<file path="src/rtl/seq_divider_32.sv">
// Restoring divider, one quotient bit per cycle MSB first; `SEQ_DIVIDER_SIGNED_EN selects two's-complement operands.
// Latency: done pulses WIDTH+1 cycles after the accepting edge, or 1 cycle after when the divisor is zero.
// Backpressure: start is sampled only in IDLE and ignored while busy; results hold until the next done.
module seq_divider_32 #(
  parameter int WIDTH = 32
) (
  input  logic             clk,
  input  logic             rst_n,
  input  logic             start,
  input  logic [WIDTH-1:0] dividend,
  input  logic [WIDTH-1:0] divisor,
  output logic             busy,
  output logic             done,
  output logic [WIDTH-1:0] quotient,
  output logic [WIDTH-1:0] remainder,
  output logic             div_by_zero
);

  localparam int CW = (WIDTH > 1) ? $clog2(WIDTH) : 1;
  localparam logic [CW-1:0] LAST = CW'(WIDTH - 1);

  typedef enum logic [1:0] {
    IDLE = 2'd0,
    CALC = 2'd1,
    DONE = 2'd2
  } state_t;

  state_t           state, state_nxt;
  logic             accept;
  logic             div_zero;

  logic [WIDTH-1:0] dvd_q;
  logic [WIDTH-1:0] dvs_q;
  logic [WIDTH-1:0] rem_q;
  logic [WIDTH-1:0] quo_q;
  logic [CW-1:0]    cnt_q;
  logic             dz_q;

  logic [WIDTH-1:0] op_a;
  logic [WIDTH-1:0] op_b;
  logic [WIDTH-1:0] res_q;
  logic [WIDTH-1:0] res_r;

  logic [WIDTH:0]   shifted;
  logic [WIDTH:0]   diff;
  logic             q_bit;

  assign div_zero = (divisor == '0);

`ifdef SEQ_DIVIDER_SIGNED_EN
  logic negq_q;
  logic negr_q;

  // A zero divisor keeps the raw dividend so it can be returned as the remainder.
  assign op_a  = (dividend[WIDTH-1] && !div_zero) ? -dividend : dividend;
  assign op_b  = divisor[WIDTH-1] ? -divisor : divisor;
  assign res_q = negq_q ? -quo_q : quo_q;
  assign res_r = negr_q ? -rem_q : rem_q;

  always_ff @(posedge clk or negedge rst_n) begin
    if (!rst_n) begin
      negq_q <= 1'b0;
      negr_q <= 1'b0;
    end else if (accept) begin
      negq_q <= dividend[WIDTH-1] ^ divisor[WIDTH-1];
      negr_q <= dividend[WIDTH-1];
    end
  end
`else
  assign op_a  = dividend;
  assign op_b  = divisor;
  assign res_q = quo_q;
  assign res_r = rem_q;
`endif

  always_comb begin
    state_nxt = state;
    busy      = 1'b0;
    accept    = 1'b0;
    case (state)
      IDLE: begin
        if (start) begin
          accept    = 1'b1;
          state_nxt = div_zero ? DONE : CALC;
        end
      end
      CALC: begin
        busy = 1'b1;
        if (cnt_q == LAST) state_nxt = DONE;
      end
      DONE: begin
        busy      = 1'b1;
        state_nxt = IDLE;
      end
      default: state_nxt = IDLE;
    endcase
  end

  always_ff @(posedge clk or negedge rst_n) begin
    if (!rst_n) state <= IDLE;
    else        state <= state_nxt;
  end

  // Trial subtraction at WIDTH+1 bits; the top bit of diff is the borrow.
  assign shifted = {rem_q, dvd_q[WIDTH-1]};
  assign diff    = shifted - {1'b0, dvs_q};
  assign q_bit   = ~diff[WIDTH];

  always_ff @(posedge clk or negedge rst_n) begin
    if (!rst_n) begin
      dvd_q <= '0;
      dvs_q <= '0;
      rem_q <= '0;
      quo_q <= '0;
      cnt_q <= '0;
      dz_q  <= 1'b0;
    end else if (accept) begin
      dvd_q <= op_a;
      dvs_q <= op_b;
      rem_q <= '0;
      quo_q <= '0;
      cnt_q <= '0;
      dz_q  <= div_zero;
    end else if (state == CALC) begin
      rem_q <= q_bit ? diff[WIDTH-1:0] : shifted[WIDTH-1:0];
      quo_q <= {quo_q[WIDTH-2:0], q_bit};
      dvd_q <= {dvd_q[WIDTH-2:0], 1'b0};
      cnt_q <= cnt_q + CW'(1);
    end
  end

  always_ff @(posedge clk or negedge rst_n) begin
    if (!rst_n) begin
      done        <= 1'b0;
      quotient    <= '0;
      remainder   <= '0;
      div_by_zero <= 1'b0;
    end else begin
      done <= (state == DONE);
      if (state == DONE) begin
        quotient    <= dz_q ? '1 : res_q;
        remainder   <= dz_q ? dvd_q : res_r;
        div_by_zero <= dz_q;
      end
    end
  end

endmodule

</file>
<file path="config.mk">
export PLATFORM = sky130hd
export DESIGN_NAME = seq_divider_32
export DESIGN_NICKNAME = d
export VERILOG_FILES = /design/src/rtl/seq_divider_32.sv
export SDC_FILE = /design/constraint.sdc
export NUM_CORES = 1
export LEC_CHECK = 0
export BUFFER_PORTS_ARGS = -buffer_cell sky130_fd_sc_hd__buf_4
export CAP_MARGIN = 20
export CORE_MARGIN = 2
export CORE_UTILIZATION = 59
export DETAILED_ROUTE_END_ITERATION = 8
export HOLD_SLACK_MARGIN = 0.15
export PLACE_DENSITY = 0.83
export SYNTH_ARGS = -nofsm -noshare
export SYNTH_HDL_FRONTEND = slang
export SYNTH_SLANG_ARGS = --single-unit
</file>
<file path="constraint.sdc">
create_clock -name clk -period 3.63 [get_ports clk]
set_clock_uncertainty 0.2 [all_clocks]
set_input_delay 0.363 -clock clk [delete_from_list [all_inputs] [get_ports clk]]
set_output_delay 0.363 -clock clk [all_outputs]
set_load 0.03 [all_outputs]
</file>
# Word level (Yosys, flattened, before mapping)
# Index checks and enable logic that the tools add are counted.
# totals
output_inout_bits	67
ff_bits	202
ram_bits	0
romBits	0
in_bits	67
memories	0
elab_cells	42
latch_bits	0
# op_classes
n_mux	18
bitwise_logic	1
n_reduce_logical	5
n_mul	0
n_div	0
n_lt_le_gt_ge	0
eq_ne	5
add_sub_neg	2
n_shift	0
# ops
op	n
32-bit two-way mux	9
33-bit by 32-bit subtractor with 33-bit output	1
32-bit logical NOT	1
5-bit two-way mux	2
2-bit two-way mux	3
5-bit by 1-bit adder with 5-bit output (second input constant)	1
5-bit equality test (second input constant)	1
2-bit != test (second input constant)	2
2-bit one-hot mux with 2 select lines	1
1-bit two-way mux	3
2-bit by 1-bit equality test with 1-bit output (second input constant)	1
2-bit equality test (second input constant)	1
2-bit logical NOT	1
2-bit AND reduction	1
2-bit nonzero test	1
2-bit OR reduction	1
1-bit inverter	1

# Depth between registers and ports, before layout
# Gate-level depths: netlist of the first run.
# logic_depth
depth_word	4
depth_mapped	14
depth_no_buf	13

# Least setup slack after synthesis of the first run
# OpenSTA, ideal clock, no wires.
# synth_path
path_kind	register to register
from	register dvd_q[31]
to	register rem_q[1]
path_buffers	1
t_arrival_ns	2.694
t_required_ns	3.331
setup_slack_ns	0.636
stages_incl_launch_ff	13
setup_ns	0.099
period_less_slack_ns	2.994
path_cell_list	dfrtp_1 > inv_1 > ha_1 > inv_1 > fa_1 > a211oi_1 > o211ai_2 > a32oi_1 > a31o_4 > xor2_2 > buf_4 > nand2_1 > a311oi_1
# synth_via
elab_chain_cells	4
# synth_lines
element	line	text
from (decl)	32	logic [WIDTH-1:0] dvd_q;
from (signal assigned)	118	dvd_q <= op_a;
from (signal assigned)	127	dvd_q <= {dvd_q[WIDTH-2:0], 1'b0};
33-bit by 32-bit subtractor with 33-bit output	106	assign diff = shifted - {1'b0, dvs_q};
32-bit two-way mux	125	rem_q <= q_bit ? diff[WIDTH-1:0] : shifted[WIDTH-1:0];
32-bit two-way mux	124	end else if (state == CALC) begin
32-bit two-way mux	117	end else if (accept) begin
to (signal assigned)	125	
to (decl)	34	logic [WIDTH-1:0] rem_q;
# Every way passes these cells. The select of a mux whose other input is x is not followed.
# A chain may end at the register's enable or synchronous reset.

# Final worst setup path of the first run
# layout_path
from	register dvd_q[31]
to	register rem_q[14]
# The elaborated chain is that of the path after synthesis.

==> flow_summary_export.csv, run 1 <==
group,metric,value,unit
status,status,"finished clean",
worst_setup_path,cp.required,3860,ps
logic_synthesis,synth_cell_types,65,
pwr,intPower,7.139,mW
worst_setup_path,end_kind,"flip-flop",
run,maxCapViolCount,0,
placement,dp_cells,1440,
global_route,first_global_vias,8764,
floorplan,fp.dieW,137.4,µm
worst_setup_path,slowest_stage,"fa_1",
logic_synthesis,synthArstFlopShare,100.0,%
final_layout,drive_gt1_share,15.16,%
timing,setup_tns,0,ps
pwr,switching_share,46.28,%
logic_synthesis,syn-cell-area,10500,µm²
timing,fin_ws,273.2,ps
timing,min_period,3357,ps
cts,clock_latency,510,ps
cts,cts_num_sinks,202,
placement,gp_congestion,0.9586,
logic_synthesis,syn-num-nets,1239,
placement,preCtsSetupSlack,361.5,ps
placement,placed_area,11720,µm²
worst_setup_path,critical_path_class,"flip-flop to flip-flop",
detailed_routing,drtAntennaViolNets,0,
logic_synthesis,netlist_instances,1134,
final_layout,syn_to_final_growth,24.07,%
pwr,finalPower,13.29,mW
cts,ctsHoldBuffers,66,
final_layout,nFillCells,1200,
detailed_routing,first_pass_iters,5,
global_route,grt-ovfl-total,0,
cts,post_cts_buffers,0,
cts,h-tree-depth,1,
pwr,ir_worst_vdd,0.6228,mV
placement,dp_hpwl,17610,µm
pwr,power_density,1020,nW/µm²
global_route,grt_pass1_wl,43920,µm
hold_path,min_path_type,"flip-flop to flip-flop",
worst_setup_path,slowest_delay,420,ps
detailed_routing,wire_per_inst,17.84,µm
final_layout,stdcell_area,13030,µm²
timing,worst_pin_slew,832.4,ps
cts,clockRootBuffer,"clkbuf_16",
timing,setup_viol,0,
final_layout,final_cells,1544,
logic_synthesis,yosysSeqAreaShare,48.14,%
logic_synthesis,synth_top_area_share,48.14,%
worst_setup_path,cp.arrival,3580,ps
detailed_routing,vias,9056,
worst_setup_path,path_buf_inv,3,
detailed_routing,drt_iter0_markers,716,
detailed_routing,drc,0,
logic_synthesis,synth_common_cells,"202 x dfrtp_1, 171 x nor2_1, 128 x nand2_1",
logic_synthesis,synth_area_leaders,"dfrtp_1 48%, mux2i_1 9.8%, nor2_1 6.1%, a21oi_1 5.1%, o21ai_0 4.7%",
global_route,grt_max_degree,126,
worst_setup_path,crit_family,"compound AO/OA/AOI/OAI gates",
cts,cts_buffer_depth,3,
logic_synthesis,synth_most_common_cell,"dfrtp_1",
pwr,p_sw,6.151,mW
floorplan,start_util,60.50,%
timing,holdWs,289.4,ps
floorplan,ioPinCount,134,
timing,rsz0062_at_grt,"false",
timing,final-max-slew-violation-count,0,
worst_setup_path,startpoint_type,"flip-flop",
timing,clock.fmax,297.9,MHz
final_layout,nets,1410,
cts,cts_tree,"done",
worst_setup_path,worstPathMaxFanout,15,
final_layout,fin_util,75.06,%
logic_synthesis,avgSynthCellArea,9.260,µm²
logic_synthesis,synth_top_cell_by_area,"dfrtp_1",
pwr,seq_power_share,29.0,%
logic_synthesis,yosys_register_bits,202,
detailed_routing,viasPerCell,5.865,
timing,maxSlewHeadroom,44.51,%
timing,hold_viol,0,
logic_synthesis,synthFlopType,"dfrtp_1",
global_route,antenna_found_initial,0,
cts,cts_resized,0,
pwr,p_comb_share,55.6,%
worst_setup_path,cp_cell_sequence,"inv_1 -> ha_1 -> inv_1 -> fa_1 -> a211oi_1 -> o211ai_2 -> a32oi_1 -> a31o_4 -> xnor2_4 -> buf_4 -> nor2_1 -> a211oi_1 -> a21oi_1 -> nor2_1",
cts,clkSlewWorstSetupHoldPaths,60,ps
floorplan,dieHeight,137.4,µm
cts,cts_buffers,22,
floorplan,die_area,18880,µm²
detailed_routing,totalWireLength,27540,µm
final_layout,diodes,0,
global_route,grt_usage,29.40,%
logic_synthesis,yosys_warnings,0,
pwr,clkPwrFrac,15.4,%
placement,port_buffers,133,
floorplan,coreArea,17360,µm²
timing,period_share,92.47,%
pwr,p_leak,5.840,nW
floorplan,std_cell_rows,48,
logic_synthesis,synth_edf_count,0,
## cell usage in the layout, fill, tap and decap left out, drive strengths merged, types with 32 or more instances in the layout
| cell type | Yosys | layout |
|---|---|---|
| a21oi | 107 | 107 |
| buf | 22 | 149 |
| clkbuf | 47 | 32 |
| dfrtp | 202 | 202 |
| dlygate4sd3 | 0 | 66 |
| ha | 37 | 37 |
| inv | 46 | 46 |
| mux2i | 103 | 103 |
| nand2 | 128 | 128 |
| nor2 | 172 | 172 |
| o21ai | 102 | 102 |
## metal layers
layer,global-route usage (%),vias to the layer above,routed length [µm]
met5,0,-,0
met4,10.14,0,805
met3,3.863,57,1578
met2,49.09,336,13370
met1,39.75,4393,11790
li1,-,4270,-
## power groups by stage
stage	Combinational, mW	Sequential [mW]	Clock [mW]
finish	7.39	3.85	2.05
CTS	7.32	3.84	2.07
floorplan	4.63	4.37	0
detailed placement	7.19	3.86	0
global route	8.11	3.94	2.17
global placement	7.04	3.83	0
## layout make-up
type	instances	area [µm²]	share of cell area, %
Inverter	47	176.4	1.354
Multi-Input combinational cell	816	5021	38.54
Clock inverter	7	46.29	0.3553
Clock buffer	31	604.3	4.638
Sequential cell	202	5056	38.81
Timing Repair Buffer	216	1843	14.15
Tap cell	225	281.5	2.161
## flip-flops by register name, summed over array words and instances (netlist names)
signal       cells
cnt_q            5
div_by_zero      1
done             1
dvd_q           32
dvs_q           32
dz_q             1
quo_q           32
quotient        32
rem_q           32
remainder       32
state            2
## tightest hold or removal path, delay by kind of cell (launching register included)
kind | cells | cell delay, ps
flops | 1 | 350
simple gates | 2 | 110
## final timing paths
kind	startpoint	to	slack, ps	cells past startpoint
setup / recovery	dvd_q[31]	rem_q[14]	270	14
hold / removal	dvs_q[0]	dvs_q[0]	290	2
setup reg to reg	dvd_q[31]	rem_q[14]	270	14
hold reg to reg	dvs_q[0]	dvs_q[0]	290	2
max in group asynchronous	rst_n	quo_q[4]	2070	3
min in group asynchronous	rst_n	dvs_q[30]	330	2
## kinds of logic (layout without fill, tap and decap cells)
family,after synthesis,after routing,share of synthesized area [%]
AND/OR/NAND/NOR,363,363,14.42
buffers and inverters,116,301,4.313
adder cells (fa/ha/maj),38,38,4.599
XOR/XNOR,31,31,2.836
flip-flops,202,202,48.14
multiplexers,104,104,9.925
AO/OA/AOI/OAI,280,280,15.78
Power figures use the tool's default switching activity.
==> run 2, diff against run 1 <==
==> constraint.sdc (replaced) <==
create_clock -name clk -period 3.4 [get_ports clk]
set_clock_uncertainty 0.2 [all_clocks]
set_input_delay 0.34 -clock clk [delete_from_list [all_inputs] [get_ports clk]]
set_output_delay 0.34 -clock clk [all_outputs]
set_load 0.03 [all_outputs]
==> flow_summary_export.csv, run 2 (same netlist as run 1, synthesis figures left out) <==
group,metric,value,unit
placement,gp_congestion,0.9547,
detailed_routing,wire_per_inst,18.09,µm
floorplan,std_cell_rows,48,
cts,cts_buffers,23,
detailed_routing,viasPerCell,5.871,
detailed_routing,drc,0,
floorplan,coreArea,17360,µm²
global_route,grt-ovfl-total,0,
pwr,clkPwrFrac,16.6,%
pwr,p_comb_share,55.2,%
pwr,p_sw,6.693,mW
floorplan,ioPinCount,134,
cts,cts_num_sinks,202,
timing,setup_tns,0,ps
pwr,seq_power_share,28.2,%
run,maxCapViolCount,0,
final_layout,final_cell_mix,"201 x dfrtp_1, 171 x nor2_1, 140 x buf_4",
global_route,grt_pass1_wl,44860,µm
placement,dp_hpwl,17840,µm
pwr,finalPower,14.60,mW
timing,holdWs,220.8,ps
worst_setup_path,cp.required,3560,ps
detailed_routing,first_pass_iters,7,
cts,clkSlewWorstSetupHoldPaths,60,ps
worst_setup_path,cp.arrival,3340,ps
timing,final-max-slew-violation-count,0,
timing,worst_pin_slew,790.1,ps
cts,cts_buffer_depth,3,
timing,maxSlewHeadroom,47.20,%
cts,post_cts_buffers,0,
timing,period_share,93.49,%
timing,hold_viol,0,
final_layout,drive_gt1_share,15.40,%
detailed_routing,totalWireLength,27940,µm
pwr,p_leak,5.880,nW
final_layout,final_cells,1544,
status,status,"finished clean",
pwr,ir_worst_vdd,0.8127,mV
global_route,first_global_vias,8929,
cts,clock_latency,500,ps
timing,clock.fmax,314.6,MHz
floorplan,fp.dieW,137.4,µm
hold_path,min_path_type,"input pin to async pin",
final_layout,nets,1410,
pwr,power_density,1109,nW/µm²
worst_setup_path,worstRegToRegCells,13,
worst_setup_path,path_common_cell,"inv_1",
timing,min_period,3179,ps
floorplan,start_util,60.50,%
global_route,grt_max_degree,126,
timing,setup_viol,0,
global_route,antenna_found_initial,1,
cts,clockRootBuffer,"clkbuf_16",
floorplan,dieHeight,137.4,µm
pwr,intPower,7.906,mW
worst_setup_path,worstPathMaxFanout,13,
pwr,switching_share,45.84,%
timing,rsz0062_at_grt,"false",
placement,dp_cells,1439,
worst_setup_path,critical_path_class,"flip-flop to flip-flop",
worst_setup_path,cp_cell_sequence,"inv_1 -> ha_1 -> inv_1 -> fa_1 -> a211oi_2 -> o211ai_2 -> a32oi_2 -> a31o_4 -> xor2_2 -> buf_4 -> o21ai_0 -> mux2i_1 -> nor2_1",
worst_setup_path,slowest_delay,430,ps
worst_setup_path,end_kind,"flip-flop",
global_route,grt_usage,30.06,%
cts,h-tree-depth,1,
detailed_routing,drt_iter0_markers,786,
detailed_routing,vias,9065,
final_layout,final_common_cell,"dfrtp_1",
floorplan,die_area,18880,µm²
placement,port_buffers,133,
final_layout,syn_to_final_growth,25.31,%
detailed_routing,drtAntennaViolNets,0,
worst_setup_path,startpoint_type,"flip-flop",
cts,cts_tree,"done",
final_layout,fin_util,75.81,%
worst_setup_path,slowest_stage,"fa_1",
[run 2: worst paths after layout]
path | start | end | slack, ps
max | dvd_q[31] | rem_q[2] | 220
min | rst_n | dvs_q[23] | 220
max reg2reg | dvd_q[31] | rem_q[2] | 220
min reg2reg | dvs_q[0] | dvs_q[0] | 310
max in group asynchronous | rst_n | dvd_q[0] | 1950
min in group clk | dvs_q[0] | dvs_q[0] | 310
[run 2: power by group through the flow]
stage / Sequential, mW / Clock [mW] / Combinational (mW)
5_1_grt: 4.21 / 2.55 / 8.81
2_1_floorplan: 4.67 / 0 / 4.94
3_5_place_dp: 4.11 / 0 / 7.78
3_3_place_gp: 4.08 / 0 / 7.60
6_report: 4.11 / 2.43 / 8.06
4_1_cts: 4.08 / 2.45 / 7.90
[run 2: layout make-up]
class                           instances  area (µm²)
Sequential cell                       202        5056
Clock buffer                           32       639.4
Antenna cell                            1       2.502
Tap cell                              225       281.5
Timing Repair Buffer                  215        1877
Fill cell                            1205        4198
Multi-Input combinational cell        816        5040
Inverter                               47       176.4
Clock inverter                          6       86.33
[run 2: routing by layer]
layer  track usage [%]  share of wire, %  vias up  wire, µm
li1                  -                 -     4279         -
met1             40.41                42     4351     11800
met2             50.06                48      368     13460
met3             4.599               6.2       67      1721
met4             10.14               3.4        0       951
met5                 0                 0        -         0
[run 2: stage by stage]
step,setup WS [ps],instance area [µm²]
floorplan,406.2,10500
global placement,212.8,11750
detailed placement,102.8,11750
CTS,71.09,13130
global route,24.43,13160
finish,221.2,13160
[run 2: what timing repair did]
action / in CTS / in global routing
gates resized for setup: 0 / 4
setup endpoints to repair: 0 / 17
hold buffers: 66 / 0
endpoints found under the hold margin: 145 / 0
[run 2: critical path: cells and delay by family, from the launching register on]
kind | cells | cell delay, ps
AO/OA/AOI/OAI | 5 | 1020
adder cells (fa/ha/maj) | 2 | 600
flip-flops | 1 | 420
buffers and inverters | 3 | 370
XOR/XNOR | 1 | 180
multiplexers | 1 | 170
AND/OR/NAND/NOR | 1 | 70
==> run 3, diff against run 2 <==
--- a/config.mk
+++ b/config.mk
@@ -5,13 +5,14 @@
 export SDC_FILE = /design/constraint.sdc
 export NUM_CORES = 1
 export LEC_CHECK = 0
+export ABC_AREA = 1
 export BUFFER_PORTS_ARGS = -buffer_cell sky130_fd_sc_hd__buf_4
 export CAP_MARGIN = 20
 export CORE_MARGIN = 2
-export CORE_UTILIZATION = 59
+export CORE_UTILIZATION = 50
 export DETAILED_ROUTE_END_ITERATION = 8
 export HOLD_SLACK_MARGIN = 0.15
-export PLACE_DENSITY = 0.83
+export PLACE_DENSITY = 0.72
 export SYNTH_ARGS = -nofsm -noshare
 export SYNTH_HDL_FRONTEND = slang
 export SYNTH_SLANG_ARGS = --single-unit
==> constraint.sdc (replaced) <==
create_clock -name clk -period 3.3 [get_ports clk]
set_clock_uncertainty 0.2 [all_clocks]
set_input_delay 0.33 -clock clk [delete_from_list [all_inputs] [get_ports clk]]
set_output_delay 0.33 -clock clk [all_outputs]
set_load 0.03 [all_outputs]
==> flow_summary_export.csv, run 3 <==
group,metric,value,unit
logic_synthesis,synth_top_cell_by_area,"dfrtp_1",
worst_setup_path,critPathCapture,"rem_q[1]",
final_layout,syn_to_final_growth,24.67,%
timing,final-max-slew-violation-count,0,
floorplan,fp.dieW,154.3,µm
cts,clockRootBuffer,"clkbuf_16",
worst_setup_path,worstRegToRegCells,17,
timing,holdWs,244.5,ps
status,status,"finished clean",
placement,gp_congestion,0.8872,
pwr,ir_worst_vdd,0.5817,mV
worst_setup_path,path_common_cell,"nand2_2",
global_route,grt_usage,25.67,%
logic_synthesis,syn-cell-area,11290,µm²
pwr,p_leak,7.391,nW
logic_synthesis,synth_top_area_share,44.77,%
cts,cts_buffers,23,
cts,clkSlewWorstSetupHoldPaths,60,ps
final_layout,nFillCells,1891,
logic_synthesis,yosysSeqAreaShare,44.77,%
cts,post_cts_buffers,0,
timing,worst_pin_slew,951.5,ps
logic_synthesis,yosys_register_bits,202,
logic_synthesis,yosys_warnings,0,
detailed_routing,drtAntennaViolNets,0,
cts,h-tree-depth,1,
global_route,first_global_vias,10060,
worst_setup_path,end_kind,"flip-flop",
worst_setup_path,startpoint,"dvd_q[31]",
detailed_routing,first_pass_iters,5,
worst_setup_path,cp_cell_sequence,"inv_1 -> ha_1 -> inv_1 -> fa_1 -> nand2_1 -> nand2_2 -> nand3_2 -> nand2_2 -> nand2_2 -> nand2_4 -> nand2_4 -> nand3_2 -> nand2_2 -> buf_4 -> nand2_1 -> nand3_1 -> nand2_1",
detailed_routing,route.met3.wl,1494,µm
worst_setup_path,cp.required,3510,ps
pwr,finalPower,15.16,mW
cts,cts_num_sinks,202,
pwr,power_density,1077,nW/µm²
final_layout,diodes,0,
logic_synthesis,synthArstFlopShare,100.0,%
worst_setup_path,cp.arrival,3010,ps
timing,setup_tns,0,ps
detailed_routing,wire_per_inst,14.93,µm
floorplan,die_area,23800,µm²
detailed_routing,vias,10390,
final_layout,drive_gt1_share,13.89,%
detailed_routing,drt_iter0_markers,762,
timing,hold_viol,0,
worst_setup_path,r2r_start,"dvd_q[31]",
final_layout,nets,1830,
timing,maxSlewHeadroom,36.50,%
timing,setup_viol,0,
final_layout,stdcell_area,14070,µm²
hold_path,min_path_type,"input pin to async pin",
global_route,grt_pass1_wl,49990,µm
run,maxCapViolCount,0,
worst_setup_path,critical_path_class,"flip-flop to flip-flop",
global_route,grt_max_degree,108,
detailed_routing,drc,0,
timing,clock.fmax,357.7,MHz
final_layout,final_cell_mix,"574 x nand2_1, 258 x inv_1, 202 x dfrtp_1",
cts,clock_latency,530,ps
detailed_routing,viasPerCell,5.140,
logic_synthesis,avgSynthCellArea,7.307,µm²
placement,placed_area,12560,µm²
global_route,grt-ovfl-total,0,
timing,period_share,84.71,%
logic_synthesis,synth_cell_types,41,
detailed_routing,met1Wirelength,13870,µm
worst_setup_path,r2r_setup_slack,500,ps
worst_setup_path,worstPathMaxFanout,14,
logic_synthesis,syn-num-nets,1650,
detailed_routing,met2WireLength,13900,µm
timing,rsz0062_at_grt,"false",
floorplan,std_cell_rows,54,
logic_synthesis,synth_area_leaders,"dfrtp_1 45%, nand2_1 19%, inv_1 8.6%, ha_1 4.1%, o21ai_0 3.2%",
floorplan,coreArea,22030,µm²
floorplan,dieHeight,154.3,µm
timing,min_period,2796,ps
logic_synthesis,synth_edf_count,0,
worst_setup_path,reg2reg_to,"rem_q[1]",
logic_synthesis,synthFlopType,"dfrtp_1",
cts,cts_tree,"done",
floorplan,ioPinCount,134,
worst_setup_path,startpoint_type,"flip-flop",
final_layout,final_common_cell,"nand2_1",
detailed_routing,totalWireLength,30190,µm
placement,dp_hpwl,21280,µm
logic_synthesis,synth_common_cells,"574 x nand2_1, 258 x inv_1, 202 x dfrtp_1",
worst_setup_path,slowest_delay,400,ps
floorplan,start_util,51.26,%
placement,port_buffers,133,
detailed_routing,routed.top_layer,"met4",
logic_synthesis,netlist_instances,1545,
cts,cts_buffer_depth,3,
worst_setup_path,slowest_stage,"fa_1",
global_route,antenna_found_initial,0,
logic_synthesis,synth_most_common_cell,"nand2_1",
==> run 3: cell types whose count changed after synthesis, sizes merged, moves of 15 or more <==
cell and change:
nor2 -94, o22ai +29, nand3 +44, a31oi +15, a21oi -83, mux2i -103, o21ai -25, nand2 +470
inv +220
==> run 3: routing by layer <==
| layer | track usage, % | vias up |
|---|---|---|
| met3 | 2.802 | 57 |
| met5 | 0 | - |
| li1 | - | 5165 |
| met4 | 7.451 | 0 |
| met2 | 43.60 | 277 |
| met1 | 35.02 | 4895 |
==> run 3: how the worst min path moves through the flow <==
stage,end,cells after the start,startpoint,slack [ps]
floorplan,cnt_q[0],0,rst_n,-170
global placement,cnt_q[3],1,cnt_q[3],250
detailed placement,cnt_q[3],1,cnt_q[3],270
CTS,cnt_q[3],1,cnt_q[3],280
global route,dvs_q[31],2,dvs_q[31],310
finish,quotient[24],2,rst_n,240
==> run 3: power by group <==
part | leakage, nW | switching, mW | total (mW) | internal, mW
clock | 0.421 | 1.06 | 2.86 | 1.80
combinational | 4.41 | 5.37 | 8.18 | 2.81
sequential | 2.56 | 0.685 | 4.12 | 3.44
==> run 3: cell type report <==
cell class / count / area, µm² / share of cell area (%)
Sequential cell: 202 / 5055 / 35.91
Multi-Input combinational cell: 1017 / 4995 / 35.49
Timing Repair Buffer: 215 / 1823 / 12.95
Inverter: 266 / 998.5 / 7.094
Clock buffer: 32 / 659.4 / 4.685
Tap cell: 280 / 350.3 / 2.489
Clock inverter: 10 / 193.9 / 1.378
==> run 3: worst max-delay path, delay by kind of cell, from the launching register on <==
kind / cells / cell delay [ps]
flip-flops: 1 / 380
buffers and inverters: 3 / 390
AND/OR/NAND/NOR: 12 / 1140
adder cells (fa/ha/maj): 2 / 550
==> run 3: logic make-up (layout without fill, tap and decap cells) <==
| group | Yosys count | in the layout | synth area share [%] |
|---|---|---|---|
| buffers and inverters | 326 | 523 | 11.23 |
| xor gates and xnor gates | 15 | 15 | 1.164 |
| adders and majority gates | 38 | 38 | 4.278 |
| DFF | 202 | 202 | 44.77 |
| AOI/OAI and AO/OA | 193 | 193 | 10.19 |
| and+or+nand+nor | 771 | 771 | 28.37 |
==> run 3: stage by stage <==
| stage | std cells | util (%) | setup slack (ps) |
|---|---|---|---|
| final | 2022 | 63.90 | 504.5 |
| after global placement | 1914 | 57.03 | 612.6 |
| after global routing | 2022 | 63.90 | 292.9 |
| after CTS | 2022 | 63.90 | 498.7 |
| after floorplan | 1545 | - | 896.5 |
| after detailed placement | 1914 | 57.03 | 522.9 |
==> run 3: timing repair <==
item                                    in CTS  in global routing
hold buffers                                66                  0
hold endpoints to repair                   171                  0
endpoints found under the setup margin       0                  0
gates resized for setup                      0                  0
